===== src/rtl/cpu_sm_pkg.sv =====
// Shared definitions for the 68030 slave termination controller:
// FSM state encoding and DSACK_ port-size codes.
package cpu_sm_pkg;

    typedef enum logic [2:0] {
        ST_IDLE   = 3'd0,
        ST_ACCESS = 3'd1,
        ST_TERM   = 3'd2,
        ST_BERR   = 3'd3,
        ST_HOLD   = 3'd4
    } state_t;

    localparam logic [1:0] DSACK_32   = 2'b00;
    localparam logic [1:0] DSACK_NONE = 2'b11;

endpackage


===== src/rtl/sync2.sv =====
// Reusable two-flop synchronizer; both stages reset to 1 (inactive for
// active-low strobes).
module sync2 (
    input  logic clk,
    input  logic rst,
    input  logic d,
    output logic q
);

    logic s1_q;
    logic s2_q;

    always_ff @(posedge clk or posedge rst) begin
        if (rst) begin
            s1_q <= 1'b1;
            s2_q <= 1'b1;
        end else begin
            s1_q <= d;
            s2_q <= s1_q;
        end
    end

    assign q = s2_q;

endmodule


===== src/rtl/cpu_slave_term.sv =====
// 68030 slave bus-cycle terminator: issues register strobes and terminates
// the cycle with DSACK_, STERM_ or BERR_ after wait states / timeout.
module cpu_slave_term
    import cpu_sm_pkg::*;
#(
    parameter int unsigned WAIT_STATES = 2,
    parameter int unsigned TIMEOUT     = 64
) (
    input  logic       SCLK,
    input  logic       RST,
    input  logic       AS_,
    input  logic       CS,
    input  logic       R_W,
    input  logic       SYNC_MODE,
    input  logic       REG_ACK,
    output logic       REG_RD,
    output logic       REG_WR,
    output logic [1:0] DSACK_,
    output logic       STERM_,
    output logic       BERR_,
    output logic       DOE
);

    localparam int unsigned WAIT_W = $clog2(WAIT_STATES + 2);
    localparam int unsigned TO_W   = (TIMEOUT > 1) ? $clog2(TIMEOUT) : 1;

    logic              as_s;
    state_t            state_q, state_d;
    logic              rw_q, rw_d;
    logic              sync_q, sync_d;
    logic              ack_q, ack_d;
    logic              armed_q, armed_d;
    logic [1:0]        prime_q, prime_d;
    logic [WAIT_W-1:0] wait_cnt_q, wait_cnt_d;
    logic [TO_W-1:0]   to_cnt_q, to_cnt_d;
    logic              reg_rd_q, reg_rd_d;
    logic              reg_wr_q, reg_wr_d;
    logic [1:0]        dsack_q, dsack_d;
    logic              sterm_q, sterm_d;
    logic              berr_q, berr_d;
    logic              doe_q, doe_d;

    logic              start;
    logic              ack_ok;
    logic              timed_out;
    logic [WAIT_W:0]   wait_plus;

    sync2 u_as_sync (
        .clk (SCLK),
        .rst (RST),
        .d   (AS_),
        .q   (as_s)
    );

    // armed only after a genuine high AS_ has passed the synchronizer
    assign start     = (state_q == ST_IDLE) && armed_q && !as_s && CS;
    assign wait_plus = {1'b0, wait_cnt_q} + (WAIT_W + 1)'(1);
    assign ack_ok    = (ack_q || REG_ACK) && (wait_plus >= (WAIT_W + 1)'(WAIT_STATES));
    assign timed_out = (to_cnt_q == TO_W'(TIMEOUT - 1));

    always_ff @(posedge SCLK or posedge RST) begin
        if (RST) state_q <= ST_IDLE;
        else     state_q <= state_d;
    end

    // Next-state logic; abort beats ack, ack beats timeout
    always_comb begin
        state_d = state_q;
        unique case (state_q)
            ST_IDLE:   if (start) state_d = ST_ACCESS;
            ST_ACCESS: begin
                if (as_s)           state_d = ST_IDLE;
                else if (ack_ok)    state_d = ST_TERM;
                else if (timed_out) state_d = ST_BERR;
            end
            ST_TERM: begin
                if (sync_q)    state_d = ST_HOLD;
                else if (as_s) state_d = ST_IDLE;
            end
            ST_HOLD,
            ST_BERR:   if (as_s) state_d = ST_IDLE;
            default:   state_d = ST_IDLE;
        endcase
    end

    always_comb begin
        rw_d       = rw_q;
        sync_d     = sync_q;
        ack_d      = ack_q;
        wait_cnt_d = wait_cnt_q;
        to_cnt_d   = to_cnt_q;
        prime_d    = {prime_q[0], 1'b1};
        armed_d    = armed_q || (as_s && prime_q[1]);

        if (start) begin
            rw_d       = R_W;
            ack_d      = 1'b0;
            armed_d    = 1'b0;
            wait_cnt_d = '0;
            to_cnt_d   = '0;
        end

        if (state_q == ST_ACCESS) begin
            ack_d = ack_q || REG_ACK;
            if (wait_cnt_q < WAIT_W'(WAIT_STATES)) wait_cnt_d = wait_cnt_q + WAIT_W'(1);
            if (!timed_out)                        to_cnt_d   = to_cnt_q + TO_W'(1);
            if (state_d == ST_TERM)                sync_d     = SYNC_MODE;
        end

        // Outputs registered from the next state so they align with it
        reg_rd_d = start && R_W;
        reg_wr_d = start && !R_W;
        dsack_d  = ((state_d == ST_TERM) && !sync_d) ? DSACK_32 : DSACK_NONE;
        sterm_d  = !((state_d == ST_TERM) && sync_d);
        berr_d   = (state_d != ST_BERR);
        doe_d    = rw_d && (state_d inside {ST_ACCESS, ST_TERM, ST_HOLD});
    end

    always_ff @(posedge SCLK or posedge RST) begin
        if (RST) begin
            rw_q       <= 1'b0;
            sync_q     <= 1'b0;
            ack_q      <= 1'b0;
            armed_q    <= 1'b0;
            prime_q    <= 2'b00;
            wait_cnt_q <= '0;
            to_cnt_q   <= '0;
            reg_rd_q   <= 1'b0;
            reg_wr_q   <= 1'b0;
            dsack_q    <= DSACK_NONE;
            sterm_q    <= 1'b1;
            berr_q     <= 1'b1;
            doe_q      <= 1'b0;
        end else begin
            rw_q       <= rw_d;
            sync_q     <= sync_d;
            ack_q      <= ack_d;
            armed_q    <= armed_d;
            prime_q    <= prime_d;
            wait_cnt_q <= wait_cnt_d;
            to_cnt_q   <= to_cnt_d;
            reg_rd_q   <= reg_rd_d;
            reg_wr_q   <= reg_wr_d;
            dsack_q    <= dsack_d;
            sterm_q    <= sterm_d;
            berr_q     <= berr_d;
            doe_q      <= doe_d;
        end
    end

    assign REG_RD = reg_rd_q;
    assign REG_WR = reg_wr_q;
    assign DSACK_ = dsack_q;
    assign STERM_ = sterm_q;
    assign BERR_  = berr_q;
    assign DOE    = doe_q;

endmodule


===== config.mk =====
export PLATFORM = sky130hd
export DESIGN_NAME = cpu_slave_term
export DESIGN_NICKNAME = d
export VERILOG_FILES = /design/src/rtl/cpu_sm_pkg.sv /design/src/rtl/sync2.sv /design/src/rtl/cpu_slave_term.sv
export SDC_FILE = /design/constraint.sdc
export NUM_CORES = 1
export LEC_CHECK = 0
export CAP_MARGIN = 20
export CORE_UTILIZATION = 50
export CTS_BUF_LIST = sky130_fd_sc_hd__clkbuf_2 sky130_fd_sc_hd__clkbuf_4 sky130_fd_sc_hd__clkbuf_8
export CTS_CLUSTER_DIAMETER = 100
export DETAILED_ROUTE_END_ITERATION = 6
export GPL_TIMING_DRIVEN = 0
export PLACE_DENSITY = 0.76
export RECOVER_POWER = 25
export SYNTH_ARGS = -nofsm -noshare
export SYNTH_HDL_FRONTEND = slang
export SYNTH_SLANG_ARGS = --single-unit

===== constraint.sdc =====
create_clock -name SCLK -period 1.85 [get_ports SCLK]
set_clock_uncertainty 0.2 [all_clocks]
set_input_delay 0.37 -clock SCLK [delete_from_list [all_inputs] [get_ports SCLK]]
set_output_delay 0.37 -clock SCLK [all_outputs]
set_load 0.005 [all_outputs]

Word-level counts from Yosys, hierarchy flattened

Index checks and enable logic that the tools add are counted.
Widths: inputs -> output; s select.

Equality and inequality tests: 9
Magnitude comparators: 2
Muxes and demuxes: 20
Reduce and logical (&&, ||, !) cells: 20
Add/subtract/negate cells: 3

Operators by type and width:

| operator            | count |
|---|---|
| $mux 3              | 6 |
| $mux 6              | 3 |
| $pmux 3 s4          | 1 |
| $logic_and 1x1->1   | 10 |
| $eq 3x2->1 const B  | 3 |
| $mux 2              | 4 |
| $add 6x1->6 const B | 1 |
| $eq 3x1->1 const B  | 2 |
| $eq 3x3->1 const B  | 2 |
| $eq 6x6->1 const B  | 1 |
| $mux 1              | 6 |
| $logic_not 1->1     | 4 |
| $add 2x1->3 const B | 1 |
| $ge 3x2->1 const B  | 1 |
| $logic_not 3->1     | 1 |
| $ne 3x2->1 const B  | 1 |
| $reduce_bool 3->1   | 1 |
| $add 2x1->2 const B | 1 |
| $logic_or 1x1->1    | 2 |
| $lt 2x2->1 const B  | 1 |
| $reduce_bool 2->1   | 1 |
| $reduce_or 2->1     | 1 |

Register bits after elaboration: 26
Word-level logic and storage cells: 70
Output and inout port bits: 7
Input bits: 7

Depth between registers and ports, before layout

Gate-level depths: netlist of the first run.

Word-level depth: 12
Mapped depth: 7
Mapped depth without buffers: 6

By module

From an unflattened synthesis of the first run, not the netlist that was laid out.

Cell total of the unflattened synthesis: 98
Area, all modules: 1097.3 um2

By module, submodules not included:

| module         | sequential area each (um2) | times used | cells each | area an instance (um2) |
|---|---|---|---|---|
| cpu_slave_term | 579.3                      | 1          | 95         | 1041.0 |
| sync2          | 52.6                       | 1          | 3          | 56.3 |

Least setup slack after synthesis of the first run

OpenSTA, ideal clock, no wires.

Path kind: register to register
Start: register to_cnt_q[0]
End: register sync_q
Period minus slack after synthesis: 1.844 ns
Buffers on the path: 1
Required time: 1.525 ns
Path slack: 0.006 ns
Cell stages (with the launch flop): 8
Setup time: 0.125 ns
Arrival: 1.519 ns
Cells stage by stage: dfrtp_1 ha_1 nand3_2 o211ai_2 and4b_1 buf_6 nand3_4 mux2_4

Cells in the longest elaborated chain, start to end: 8

Ends and longest elaborated chain:

| element                  | RTL line              | text |
|---|---|---|
| start: declaration       | cpu_slave_term.sv:35  | `logic [TO_W-1:0] to_cnt_q, to_cnt_d;` |
| start signal: assignment | cpu_slave_term.sv:141 | `to_cnt_q <= to_cnt_d;` |
| $eq 6x6->1               | cpu_slave_term.sv:59  | `assign timed_out = (to_cnt_q == TO_W'(TIMEOUT - 1));` |
| $mux 3                   | cpu_slave_term.sv:74  | `else if (timed_out) state_d = ST_BERR;` |
| $mux 3                   | cpu_slave_term.sv:73  | `else if (ack_ok) state_d = ST_TERM;` |
| $mux 3                   | cpu_slave_term.sv:72  | `if (as_s) state_d = ST_IDLE;` |
| $pmux 3 s4               | cpu_slave_term.sv:69  | `unique case (state_q)` |
| via state_d[1]           | cpu_slave_term.sv:28  | `state_t state_q, state_d;` |
| $eq 3x2->1               | cpu_slave_term.sv:107 | `if (state_d == ST_TERM) sync_d = SYNC_MODE;` |
| $mux 1                   | cpu_slave_term.sv:107 |  |
| $mux 1                   | cpu_slave_term.sv:103 | `if (state_q == ST_ACCESS) begin` |
| via sync_d               | cpu_slave_term.sv:30  | `logic sync_q, sync_d;` |
| end signal: assignment   | cpu_slave_term.sv:136 | `sync_q <= sync_d;` |
| end: declaration         | cpu_slave_term.sv:30  |  |

The timed path passes the listed nets, and every way through them passes these cells.
A chain may end at the register's enable or synchronous reset.

Final worst setup path of the first run

Same ends and word-level chain as after synthesis.

==> impl_metrics.json, run 1 <==
{
  "path_delay_family": "flip-flops",
  "antenna_found_initial": 0,
  "slew_headroom": 0.403,
  "ys_top_cells_by_area": "dfrtp_1, dfstp_2, nand2_1, nor2_1, o31ai_1",
  "final_util": 0.681,
  "tritoncts.num_buffers": 3,
  "syn2layout_area_growth_pct": 25.0,
  "nets": 131,
  "synth.distinct_cells": 38,
  "critPathKind": "reg -> reg",
  "rsz0062_at_grt": "true",
  "clock_power_share": 0.164,
  "start_kind": "flop",
  "syn_avg_cell_area_sq_um": 11.1,
  "combinationalPowerShare": 0.329,
  "grt_start_max_net_pins": 26,
  "port_buffers": 13,
  "clk_path_buf_depth": 2,
  "hold_ws_ps": 166,
  "netlist.area_leader.share": 0.454,
  "fill_cells": 154,
  "drt_first_pass_iters": 4,
  "num_vias": 797,
  "synth_top_area_cell": "dfrtp_1",
  "path_clk_slew_ps": 130,
  "coreArea_sq_um": 2020,
  "io_pins": 14,
  "power.switching_w": 0.000502,
  "grt_pass1_vias": 803,
  "cpMaxStageDelayCell": "dfrtp_1",
  "grt_pass1_wl_um": 3350,
  "timing.fmax_ghz": 0.548,
  "path_max_fanout": 5,
  "synth-edff-count": 0,
  "diodes": 0,
  "final_max_slew_viol_count": 0,
  "cts-root-buf": "clkbuf_4",
  "internal_power_w": 0.00102,
  "first_iter_violations": 18,
  "stdcell_area_sq_um": 1380,
  "seqCellArea_sq_um": 633,
  "min_path_type": "reg -> reg",
  "syn_area_sq_um": 1100,
  "pwr-share-seq": 0.507,
  "start_util": 0.545,
  "outcome": "completed",
  "p_leak_nw": 0.595,
  "postCtsHoldBufs": 0,
  "wl_per_cell_um": 13.2,
  "synthFlopType": "dfrtp_1",
  "cp_common_cell": "nand3_4",
  "syn-num-nets": 107,
  "drc": 0,
  "hold_viol": 0,
  "place.detailed.hpwl_um": 1310,
  "swShare": 0.331,
  "synth_cells": 99,
  "drv_cap": 0,
  "rows": 16,
  "cp.buffers_inverters": 1,
  "path_cells": "ha_4, nand3_4, o211ai_2, and4b_1, buf_6, nand3_4, mux2_4",
  "cpPeakStageDelay_ps": 420,
  "ys_seq_area_frac": 0.573,
  "die-area_sq_um": 2400,
  "required_ps": 1850,
  "dpl_cell_area_sq_um": 1270,
  "critPathArrivalTime_ps": 1830,
  "post-route-period-util": 0.987,
  "insertion_delay_ps": 310,
  "layout-drive-gt1-share": 0.254,
  "postRouteAntennaNets": 0,
  "clock_sinks": 25,
  "ys_ff_latch": 25,
  "postSynth.asyncResetShare": 1.00,
  "p_per_area_nw_per_um2": 1100,
  "peakVddDrop_v": 0.000712,
  "grt_util_all_layers": 0.183,
  "setup_viol": 0,
  "synth_warnings": 0,
  "wirelength_um": 1960,
  "min_period_ps": 1830,
  "die-height_um": 49.0,
  "gp_congestion": 0.828,
  "vias_per_cell": 5.35,
  "endpoint_kind": "flop",
  "overflow": 0,
  "tightest_slew_ps": 894,
  "finalSetupTns_ps": 0,
  "power_w": 0.00152,
  "htree_levels": 1,
  "cts_tree": "yes",
  "fp.dieW_um": 49.0,
  "multi_input_area_sq_um": 469
}
## registers in the layout (all words and copies together), names as in the netlist
register,cells
to_cnt_q,6
u_as_sync.s1_q,1
u_as_sync.q,1
STERM_,1
state_q,3
DSACK_,1
BERR_,1
ack_q,1
sync_q,1
wait_cnt_q,2
rw_q,1
armed_q,1
DOE,1
REG_RD,1
REG_WR,1
prime_q,2
## worst paths after layout
| kind | start | cells past startpoint | slack (ps) | end |
|---|---|---|---|---|
| worst max-delay path | to_cnt_q[0] | 7 | 20 | sync_q |
| worst min-delay path | u_as_sync.s1_q | 0 | 170 | u_as_sync.q |
| worst max register to register | to_cnt_q[0] | 7 | 20 | sync_q |
| worst min register to register | u_as_sync.s1_q | 0 | 170 | u_as_sync.q |
| max in group asynchronous | RST | 2 | 360 | state_q[1] |
| min in group asynchronous | RST | 2 | 470 | REG_RD |
## Yosys cell counts (2+ instances only)
library cell,number
o22ai_1,2
and2_1,2
o21ai_1,4
o211ai_1,2
o21ai_0,2
dfstp_2,5
a21oi_1,3
buf_2,2
inv_1,2
dfrtp_1,20
o21a_1,2
o31ai_1,3
nand2_1,15
nor2_1,8
nand3_1,4
## stage by stage
step | std cells | setup WS [ps]
floorplan | 99 | 6.13
finish | 149 | 23.9
CTS | 146 | 21.7
detailed placement | 139 | -318
global route | 149 | -79.4
global placement | 139 | -330
## power by group through the flow
stage          logic, W  clock network, W  registers [W]
3_5_place_dp   0.000402                 0       0.000764
4_1_cts        0.000452          0.000256       0.000762
2_1_floorplan  0.000296                 0       0.000743
5_1_grt        0.000556          0.000281       0.000784
6_report       0.000499          0.000248       0.000770
3_3_place_gp   0.000392                 0       0.000757
## layer usage
layer  part of all wire  global-route usage
met1               0.46               0.236
met3              0.030              0.0280
met2               0.50               0.299
met5                  0                   0
met4             0.0071              0.0931
## cells in the final DEF, fill, tap and decap left out, types with 2 or more instances in the layout
cell type / Yosys / final
dfrtp_1: 20 / 19
nand2_1: 15 / 15
nor2_1: 8 / 7
buf_4: 1 / 6
clkdlybuf4s50_1: 0 / 6
dfstp_2: 5 / 5
nand3_1: 4 / 4
o21ai_1: 4 / 4
clkbuf_4: 0 / 4
dlygate4sd2_1: 0 / 4
a21oi_1: 3 / 3
o31ai_1: 3 / 3
nor2_2: 1 / 2
o211ai_1: 2 / 2
nand3_4: 1 / 2
inv_1: 2 / 2
buf_6: 1 / 2
and2_1: 2 / 2
o21a_1: 2 / 2
o21ai_0: 2 / 2
dlygate4sd3_1: 0 / 2
## cell type report
type / count / share of cell area
inverters: 2 / 0.00545
clock buffers: 4 / 0.0218
repair buffers: 19 / 0.123
multi-input cells: 68 / 0.341
plain buffers: 4 / 0.0254
flip-flops and latches: 25 / 0.460
well taps: 27 / 0.0245
## logic make-up (layout without fill, tap and decap cells)
| logic type | Yosys count | count (layout) | synth area share |
|---|---|---|---|
| adders and majority gates | 1 | 1 | 0.0113 |
| DFF | 25 | 25 | 0.573 |
| AOI/OAI and AO/OA | 22 | 22 | 0.143 |
| and+or+nand+nor | 42 | 42 | 0.215 |
| other | 1 | 1 | 0.00340 |
| buffers and inverters | 6 | 29 | 0.0329 |
| xor gates and xnor gates | 1 | 1 | 0.00795 |
| muxes | 1 | 1 | 0.0136 |
## what timing repair did
| action | in CTS | in global routing |
|---|---|---|
| resized for setup | 7 | 8 |
| endpoints found under the setup margin | 5 | 5 |
| endpoints found under the hold margin | 0 | 0 |
| pin swaps | 1 | 5 |
| setup buffers | 3 | 3 |
(Power assumes the default switching activity.)
==> inputs of run 2 (changes only) <==
--- a/config.mk
+++ b/config.mk
@@ -13,6 +13,7 @@
 export GPL_TIMING_DRIVEN = 0
 export PLACE_DENSITY = 0.76
 export RECOVER_POWER = 25
+export SLEW_MARGIN = 20
 export SYNTH_ARGS = -nofsm -noshare
 export SYNTH_HDL_FRONTEND = slang
 export SYNTH_SLANG_ARGS = --single-unit
==> results of run 2 <==
Final layout, timing and power as in run 1 (identical DEF).
